## src/rtl/pma_cfg_ctrl_pkg.sv

```systemverilog
// Shared types and constants for the PMA region-table configuration controller.
// Every design file imports this package.
package pma_cfg_ctrl_pkg;

    typedef struct packed {
        logic [31:0] base;
        logic [31:0] mask;
        logic        lock;
        logic        idempotent;
        logic        read_only;
        logic        executable;
    } pma_cfg_t;

    localparam logic [1:0] PMA_FIELD_BASE = 2'd0;
    localparam logic [1:0] PMA_FIELD_MASK = 2'd1;
    localparam logic [1:0] PMA_FIELD_ATTR = 2'd2;

    localparam int PMA_ATTR_EXEC = 0;
    localparam int PMA_ATTR_RO   = 1;
    localparam int PMA_ATTR_IDEM = 2;
    localparam int PMA_ATTR_LOCK = 7;

    localparam pma_cfg_t PMA_DEFAULT = '{
        base: 32'h0000_0000, mask: 32'h0000_0000,
        lock: 1'b0, idempotent: 1'b1, read_only: 1'b0, executable: 1'b1
    };

    typedef enum logic [1:0] {
        PMA_IDLE,
        PMA_COMMIT,
        PMA_REPAIR
    } pma_ctrl_state_t;

    // Even parity over the significant base/mask bits and the four attribute bits.
    function automatic logic pma_parity(input pma_cfg_t c, input int align);
        logic [31:0] keep;
        keep = 32'hFFFF_FFFF << align;
        return (^(c.base & keep)) ^ (^(c.mask & keep)) ^
               c.lock ^ c.idempotent ^ c.read_only ^ c.executable;
    endfunction

    function automatic logic [31:0] pma_attr_word(input pma_cfg_t c);
        return {24'd0, c.lock, 4'd0, c.idempotent, c.read_only, c.executable};
    endfunction

endpackage

```

## src/rtl/pma_cfg_ctrl_region.sv

```systemverilog
// One region of the PMA table: storage, field update, reload to default,
// and a stored parity bit with continuous mismatch detection.
module pma_region_reg
    import pma_cfg_ctrl_pkg::*;
#(
    parameter int       PMA_ALIGN = 10,
    parameter pma_cfg_t RESET_CFG = PMA_DEFAULT
) (
    input  logic        clk,
    input  logic        rst_n,
    input  logic        wr_en,
    input  logic [1:0]  wr_field,
    input  logic [31:0] wr_data,
    input  logic        reload_en,
    input  logic        inj_en,
    output pma_cfg_t    cfg,
    output logic        par_err
);

    localparam logic [31:0] KEEP = 32'hFFFF_FFFF << PMA_ALIGN;
    localparam pma_cfg_t CLEAN_CFG = '{
        base: RESET_CFG.base, mask: RESET_CFG.mask, lock: 1'b0,
        idempotent: RESET_CFG.idempotent, read_only: RESET_CFG.read_only,
        executable: RESET_CFG.executable
    };

    pma_cfg_t cfg_reg, cfg_next;
    logic     par_reg, par_next;

    always_comb begin
        cfg_next = cfg_reg;
        if (reload_en) begin
            cfg_next = CLEAN_CFG;
        end else if (wr_en) begin
            case (wr_field)
                PMA_FIELD_BASE: cfg_next.base = wr_data & KEEP;
                PMA_FIELD_MASK: cfg_next.mask = wr_data & KEEP;
                PMA_FIELD_ATTR: begin
                    cfg_next.executable = wr_data[PMA_ATTR_EXEC];
                    cfg_next.read_only  = wr_data[PMA_ATTR_RO];
                    cfg_next.idempotent = wr_data[PMA_ATTR_IDEM];
                    cfg_next.lock       = cfg_reg.lock | wr_data[PMA_ATTR_LOCK];
                end
                default: ;
            endcase
        end
        // Injection lands after any recompute so a same-cycle update still ends corrupted.
        par_next = ((reload_en || wr_en) ? pma_parity(cfg_next, PMA_ALIGN) : par_reg) ^ inj_en;
    end

    always_ff @(posedge clk or negedge rst_n) begin
        if (!rst_n) begin
            cfg_reg <= CLEAN_CFG;
            par_reg <= pma_parity(CLEAN_CFG, PMA_ALIGN);
        end else begin
            cfg_reg <= cfg_next;
            par_reg <= par_next;
        end
    end

    assign cfg     = cfg_reg;
    assign par_err = pma_parity(cfg_reg, PMA_ALIGN) ^ par_reg;

endmodule

```

## src/rtl/pma_cfg_ctrl.sv

```systemverilog
// Run-time controller for the PMA region table: accepts guarded writes over a
// valid/ready port and scrubs regions in the background, repairing parity faults.
module pma_cfg_ctrl
    import pma_cfg_ctrl_pkg::*;
#(
    parameter int                          PMA_REGIONS = 4,
    parameter int                          PMA_ALIGN   = 10,
    parameter pma_cfg_t [PMA_REGIONS-1:0]  PMA_CFG     = {PMA_REGIONS{PMA_DEFAULT}},
    localparam int                         RW          = (PMA_REGIONS > 1) ? $clog2(PMA_REGIONS) : 1
) (
    input  logic                          s_clk_i,
    input  logic                          s_resetn_i,
    input  logic                          s_wr_valid_i,
    output logic                          s_wr_ready_o,
    input  logic [RW-1:0]                 s_wr_index_i,
    input  logic [1:0]                    s_wr_field_i,
    input  logic [31:0]                   s_wr_data_i,
    output logic                          s_wr_err_o,
    input  logic [RW-1:0]                 s_rd_index_i,
    input  logic [1:0]                    s_rd_field_i,
    output logic [31:0]                   s_rd_data_o,
    output pma_cfg_t [PMA_REGIONS-1:0]    s_cfg_o,
    output logic [PMA_REGIONS-1:0]        s_lock_o,
    input  logic                          s_inj_valid_i,
    input  logic [RW-1:0]                 s_inj_index_i,
    output logic                          s_scrub_err_o,
    output logic [7:0]                    s_scrub_cnt_o
);

    pma_ctrl_state_t             state_reg;
    logic [RW-1:0]               idx_reg, ptr_reg, ptr_next;
    logic [1:0]                  field_reg;
    logic [31:0]                 data_reg;
    logic                        wr_ready_reg, wr_err_reg, scrub_err_reg;
    logic [7:0]                  scrub_cnt_reg;

    pma_cfg_t [PMA_REGIONS-1:0]  cfg;
    logic [PMA_REGIONS-1:0]      par_err, hs_dec, ptr_dec, wr_en, reload_en, inj_en;
    logic                        hs_reject, scrub_bad;

    genvar gi;
    generate
        for (gi = 0; gi < PMA_REGIONS; gi++) begin : g_region
            assign hs_dec[gi]    = (s_wr_index_i == RW'(gi));
            assign ptr_dec[gi]   = (ptr_reg == RW'(gi));
            assign wr_en[gi]     = (state_reg == PMA_COMMIT) && !wr_err_reg && (idx_reg == RW'(gi));
            assign reload_en[gi] = (state_reg == PMA_REPAIR) && ptr_dec[gi];
            assign inj_en[gi]    = s_inj_valid_i && (s_inj_index_i == RW'(gi));
            assign s_lock_o[gi]  = cfg[gi].lock;

            pma_region_reg #(
                .PMA_ALIGN (PMA_ALIGN),
                .RESET_CFG (PMA_CFG[gi])
            ) u_region (
                .clk       (s_clk_i),
                .rst_n     (s_resetn_i),
                .wr_en     (wr_en[gi]),
                .wr_field  (field_reg),
                .wr_data   (data_reg),
                .reload_en (reload_en[gi]),
                .inj_en    (inj_en[gi]),
                .cfg       (cfg[gi]),
                .par_err   (par_err[gi])
            );
        end
    endgenerate

    // Lock cannot change between handshake and COMMIT, so the verdict is taken at handshake.
    assign hs_reject = !(|hs_dec) || (s_wr_field_i == 2'd3) || (|(hs_dec & s_lock_o));
    assign scrub_bad = |(par_err & ptr_dec);
    assign ptr_next  = (ptr_reg == RW'(PMA_REGIONS - 1)) ? '0 : ptr_reg + RW'(1);

    always_ff @(posedge s_clk_i or negedge s_resetn_i) begin
        if (!s_resetn_i) begin
            state_reg     <= PMA_IDLE;
            idx_reg       <= '0;
            field_reg     <= '0;
            data_reg      <= '0;
            ptr_reg       <= '0;
            wr_ready_reg  <= 1'b1;
            wr_err_reg    <= 1'b0;
            scrub_err_reg <= 1'b0;
            scrub_cnt_reg <= '0;
        end else begin
            case (state_reg)
                PMA_IDLE: begin
                    if (s_wr_valid_i) begin
                        idx_reg      <= s_wr_index_i;
                        field_reg    <= s_wr_field_i;
                        data_reg     <= s_wr_data_i;
                        wr_err_reg   <= hs_reject;
                        wr_ready_reg <= 1'b0;
                        state_reg    <= PMA_COMMIT;
                    end else if (scrub_bad) begin
                        scrub_err_reg <= 1'b1;
                        wr_ready_reg  <= 1'b0;
                        state_reg     <= PMA_REPAIR;
                    end else begin
                        ptr_reg <= ptr_next;
                    end
                end
                PMA_COMMIT: begin
                    wr_err_reg   <= 1'b0;
                    wr_ready_reg <= 1'b1;
                    state_reg    <= PMA_IDLE;
                end
                PMA_REPAIR: begin
                    scrub_err_reg <= 1'b0;
                    if (scrub_cnt_reg != 8'hFF) begin
                        scrub_cnt_reg <= scrub_cnt_reg + 8'd1;
                    end
                    ptr_reg      <= ptr_next;
                    wr_ready_reg <= 1'b1;
                    state_reg    <= PMA_IDLE;
                end
                default: begin
                    wr_ready_reg <= 1'b1;
                    state_reg    <= PMA_IDLE;
                end
            endcase
        end
    end

    always_comb begin
        s_rd_data_o = '0;
        for (int i = 0; i < PMA_REGIONS; i++) begin
            if (s_rd_index_i == RW'(i)) begin
                case (s_rd_field_i)
                    PMA_FIELD_BASE: s_rd_data_o = cfg[i].base;
                    PMA_FIELD_MASK: s_rd_data_o = cfg[i].mask;
                    PMA_FIELD_ATTR: s_rd_data_o = pma_attr_word(cfg[i]);
                    default:        s_rd_data_o = '0;
                endcase
            end
        end
    end

    assign s_wr_ready_o  = wr_ready_reg;
    assign s_wr_err_o    = wr_err_reg;
    assign s_scrub_err_o = scrub_err_reg;
    assign s_scrub_cnt_o = scrub_cnt_reg;
    assign s_cfg_o       = cfg;

endmodule

```

## config.mk

```make
export PLATFORM = sky130hd
export DESIGN_NAME = pma_cfg_ctrl
export DESIGN_NICKNAME = d
export VERILOG_FILES = /design/src/rtl/pma_cfg_ctrl_pkg.sv /design/src/rtl/pma_cfg_ctrl_region.sv /design/src/rtl/pma_cfg_ctrl.sv
export SDC_FILE = /design/constraint.sdc
export NUM_CORES = 1
export LEC_CHECK = 0
export ABC_AREA = 1
export CELL_PAD_IN_SITES_DETAIL_PLACEMENT = 1
export CELL_PAD_IN_SITES_GLOBAL_PLACEMENT = 2
export CORE_UTILIZATION = 31
export DETAILED_ROUTE_END_ITERATION = 12
export PLACE_DENSITY = 0.95
export SYNTH_ARGS = -nofsm -noshare
export SYNTH_HDL_FRONTEND = slang
export SYNTH_SLANG_ARGS = --single-unit
```

## constraint.sdc

```tcl
create_clock -name s_clk_i -period 6.8 [get_ports s_clk_i]
set_clock_uncertainty 0.05 [all_clocks]
set_input_delay 1.02 -clock s_clk_i [delete_from_list [all_inputs] [get_ports s_clk_i]]
set_output_delay 1.02 -clock s_clk_i [all_outputs]
set_load 0.01 [all_outputs]
```

==> summary.md <==
| Metric | Value |
|---|---|
| Worst setup path end | s_rd_data_o[31] |
| Crit path kind | in2out |
| P per Cell Area | 701 nW/µm² |
| Gpl congestion | 1.03 |
| I/O pin count | 365 |
| GRT Residual Overflow | 0 |
| Highest-count cells in the layout ignoring fill and taps | nand2_1, inv_1, clkdlybuf4s50_1 |
| Largest net degree at the start of global routing | 112 |
| First-pass GRT wire length | 144,000 µm |
| Detail Route Antenna Nets | 0 |
| Layout Utilization | 37.3% |
| Startpoint types | primary input |
| R2R depth | 24 |
| Initial antenna violation count | 8 |
| FF-to-FF Start | field_reg[0]$_DFFE_PN0P_ |
| Gr usage total | 28.8% |
| Area of the die | 67,400 µm² |
| CP Capture Type | output port |
| Die Wd | 260 µm |
| Number of CTS-inserted buffers | 30 |
| Port buffer count | 272 |
| Async SR Flop Fraction | 100% |
| Non-filler cells, final | 4,360 |
| Worst Setup SP | s_rd_field_i[1] |
| Post-CTS Setup Bufs | 0 |
| CTS tree | done |
| Count of final setup violators | 0 |
| Post-synthesis cell type count | 52 |
| CP arrival | 4.19 ns |
| Fin. Hold Viols | 0 |
| Worst hold path class | in2async |
| Post-synthesis sequential area ratio | 29.4% |
| Least-Margin Pin Slew | 1.26 ns |
| Starting Density | 31.3% |
| First-pass DRT Iterations | 5 |
| Nets | 3,518 |
| Clk_lat worst skew | 0.60 ns |
| Max Buffers Root-to-Sink | 3 |
| Worst r2r dst | g_region[2].u_region.par_reg$_DFF_PN0_ |
| Final Cycle Share | 77.3% |
| Fillers | 8,578 |
| CTS Root Cell | clkbuf_16 |
| Row cnt | 94 |
| DP Cell Count | 4,299 |
| Worst Path Required | 5.73 ns |
| Share of cells above drive strength 1 | 5.53% |
| Syn Std Cell Area | 20,600 µm² |
| Post-synthesis average cell area | 6.30 µm² |
| Top_reg_cell synth | dfrtp_1 |
| Routed len/inst | 22.6 µm |
| F_max | 190 MHz |
| Max-Cap Viols | 0 |
| Number of global-route vias before repair | 21,900 |
| Syn Inst Count | 3,264 |
| Setup TNS | 0 ns |
| Number of remaining DRC errors | 0 |
| Rel. slew slack | 15.3% |
| RSZ-0062 raised after global routing | no |
| CP max FO | 39 |
| Most common cell after layout, fill and taps aside | nand2_1 |
| Vias/cell | 5.16 |
| Overall Power | 17.2 mW |
| Die height | 260 µm |
| Yosys warning count | 0 |
| Quantity of hold-fixing buffers added after cts | 0 |
| Max VDD drop | 0.426 mV |
| Crit path time final | 5.26 ns |
| Max FFs per register | 192 |
| Post-synth EDFFs | 0 |
| Detail Placement HPWL | 77,800 µm |
| 1st-iter DRT viols | 2,201 |
| R2R setup slack | 2.46 ns |
| Clock H-tree levels | 1 |
| Post-synthesis register bit count | 241 |
| CTS Sinks | 241 |
| Pleak | 12.8 nW |
| Vias post-DR | 22,500 |
| Clock transition at path regs | 0.06 ns |
| Max Slew Vio Count | 0 |
| Total core area | 65,700 µm² |
| Cts repair resizes | 0 |
| Drt total wl | 98,500 µm |
| Status | finished, final reports clean |
| Area grow syn2layout | 19.4% |
[layer usage]
layer  global-route usage, %  wire length [µm]
met1                    38.1             41800
met3                    6.08              8300
met4                    13.0              5000
met2                    44.8             43300
met5                       0                49
[stage by stage]
| stage | hold slack [ns] | instance area, µm² | setup slack [ns] |
|---|---|---|---|
| floorplan | 0.399 | 20900 | 3.74 |
| global placement | 0.418 | 23500 | 1.76 |
| detailed placement | 0.425 | 23500 | 1.69 |
| CTS | 0.382 | 24500 | 1.69 |
| global route | 0.394 | 24500 | 1.45 |
| finish | 0.332 | 24500 | 1.54 |
[cells in the mapped netlist, types with 5 or more instances]
master    number  area, µm²
nand2_1     1349       5060
a21oi_2       16        140
xnor2_1      127       1110
inv_1        411       1540
ha_1           5       62.6
nand2_2       11       68.8
o21ai_0      187        936
nor2_2        20        125
clkbuf_1      37        139
nor2_4         6       67.6
inv_2         32        120
nand3_1      179        896
buf_2         32        160
buf_6         20        225
buf_4        109        818
dfrtp_1      232       5810
nor2_1       125        469
nor3_1         7       35.0
o22ai_1       72        450
o21ai_2        9       78.8
xor2_1        81        709
nand3b_1       5       37.5
o211ai_1      23        173
a22oi_1        9       67.6
a21oi_1       33        165
nand4_1       26        163
o21ai_1       45        225
dfstp_2        9        236
[area by class of cell]
class                      instances  area [µm²]  area share [%]
multi-input combinational       2459       11800            48.0
sequential                       241        6040            24.6
timing repair buffer             289        2870            11.7
inverter                         446        1670            6.82
tap                              864        1080            4.40
clock buffer                      47         926            3.77
clock inverter                     9         150           0.612
antenna                            5        12.5          0.0510
[report_power, final]
part | switching, mW | internal (mW)
Clock | 0.719 | 1.08
Sequential | 1.14 | 2.07
Combinational | 7.76 | 4.44
Total | 9.62 | 7.59
[critical path, cell delays in order]
cell             delay (ns)
clkdlybuf4s50_1        0.50
inv_1                  0.09
buf_4                  0.39
nand2_2                0.50
buf_4                  0.43
o22ai_1                0.22
nand2_1                0.13
nand4_1                0.29
clkdlybuf4s50_1        0.59
[worst min-delay path by stage]
stage,start,to,slack (ns),depth (start not counted)
after CTS,s_resetn_i,g_region[2].u_region.par_reg$_DFF_PN0_,0.38,1
after global routing,s_resetn_i,g_region[2].u_region.par_reg$_DFF_PN0_,0.39,1
final,s_resetn_i,g_region[2].u_region.par_reg$_DFF_PN0_,0.33,1
after detailed placement,s_scrub_err_o$_DFFE_PN0P_,s_scrub_err_o$_DFFE_PN0P_,0.43,2
after global placement,s_wr_ready_o$_DFFE_PN1P_,s_wr_ready_o$_DFFE_PN1P_,0.42,2
after floorplan,data_reg[0]$_DFFE_PN0P_,data_reg[0]$_DFFE_PN0P_,0.40,2
[cell families after synthesis]
group                      after synthesis  share of synthesized area (%)
xor gates and xnor gates               211                           9.10
other                                    1                         0.0182
DFF                                    241                           29.4
adders and majority gates                5                          0.304
and+or+nand+nor                       1746                           34.7
AOI/OAI and AO/OA                      411                           11.6
buffers and inverters                  649                           14.9
(Power assumes the default switching activity.)
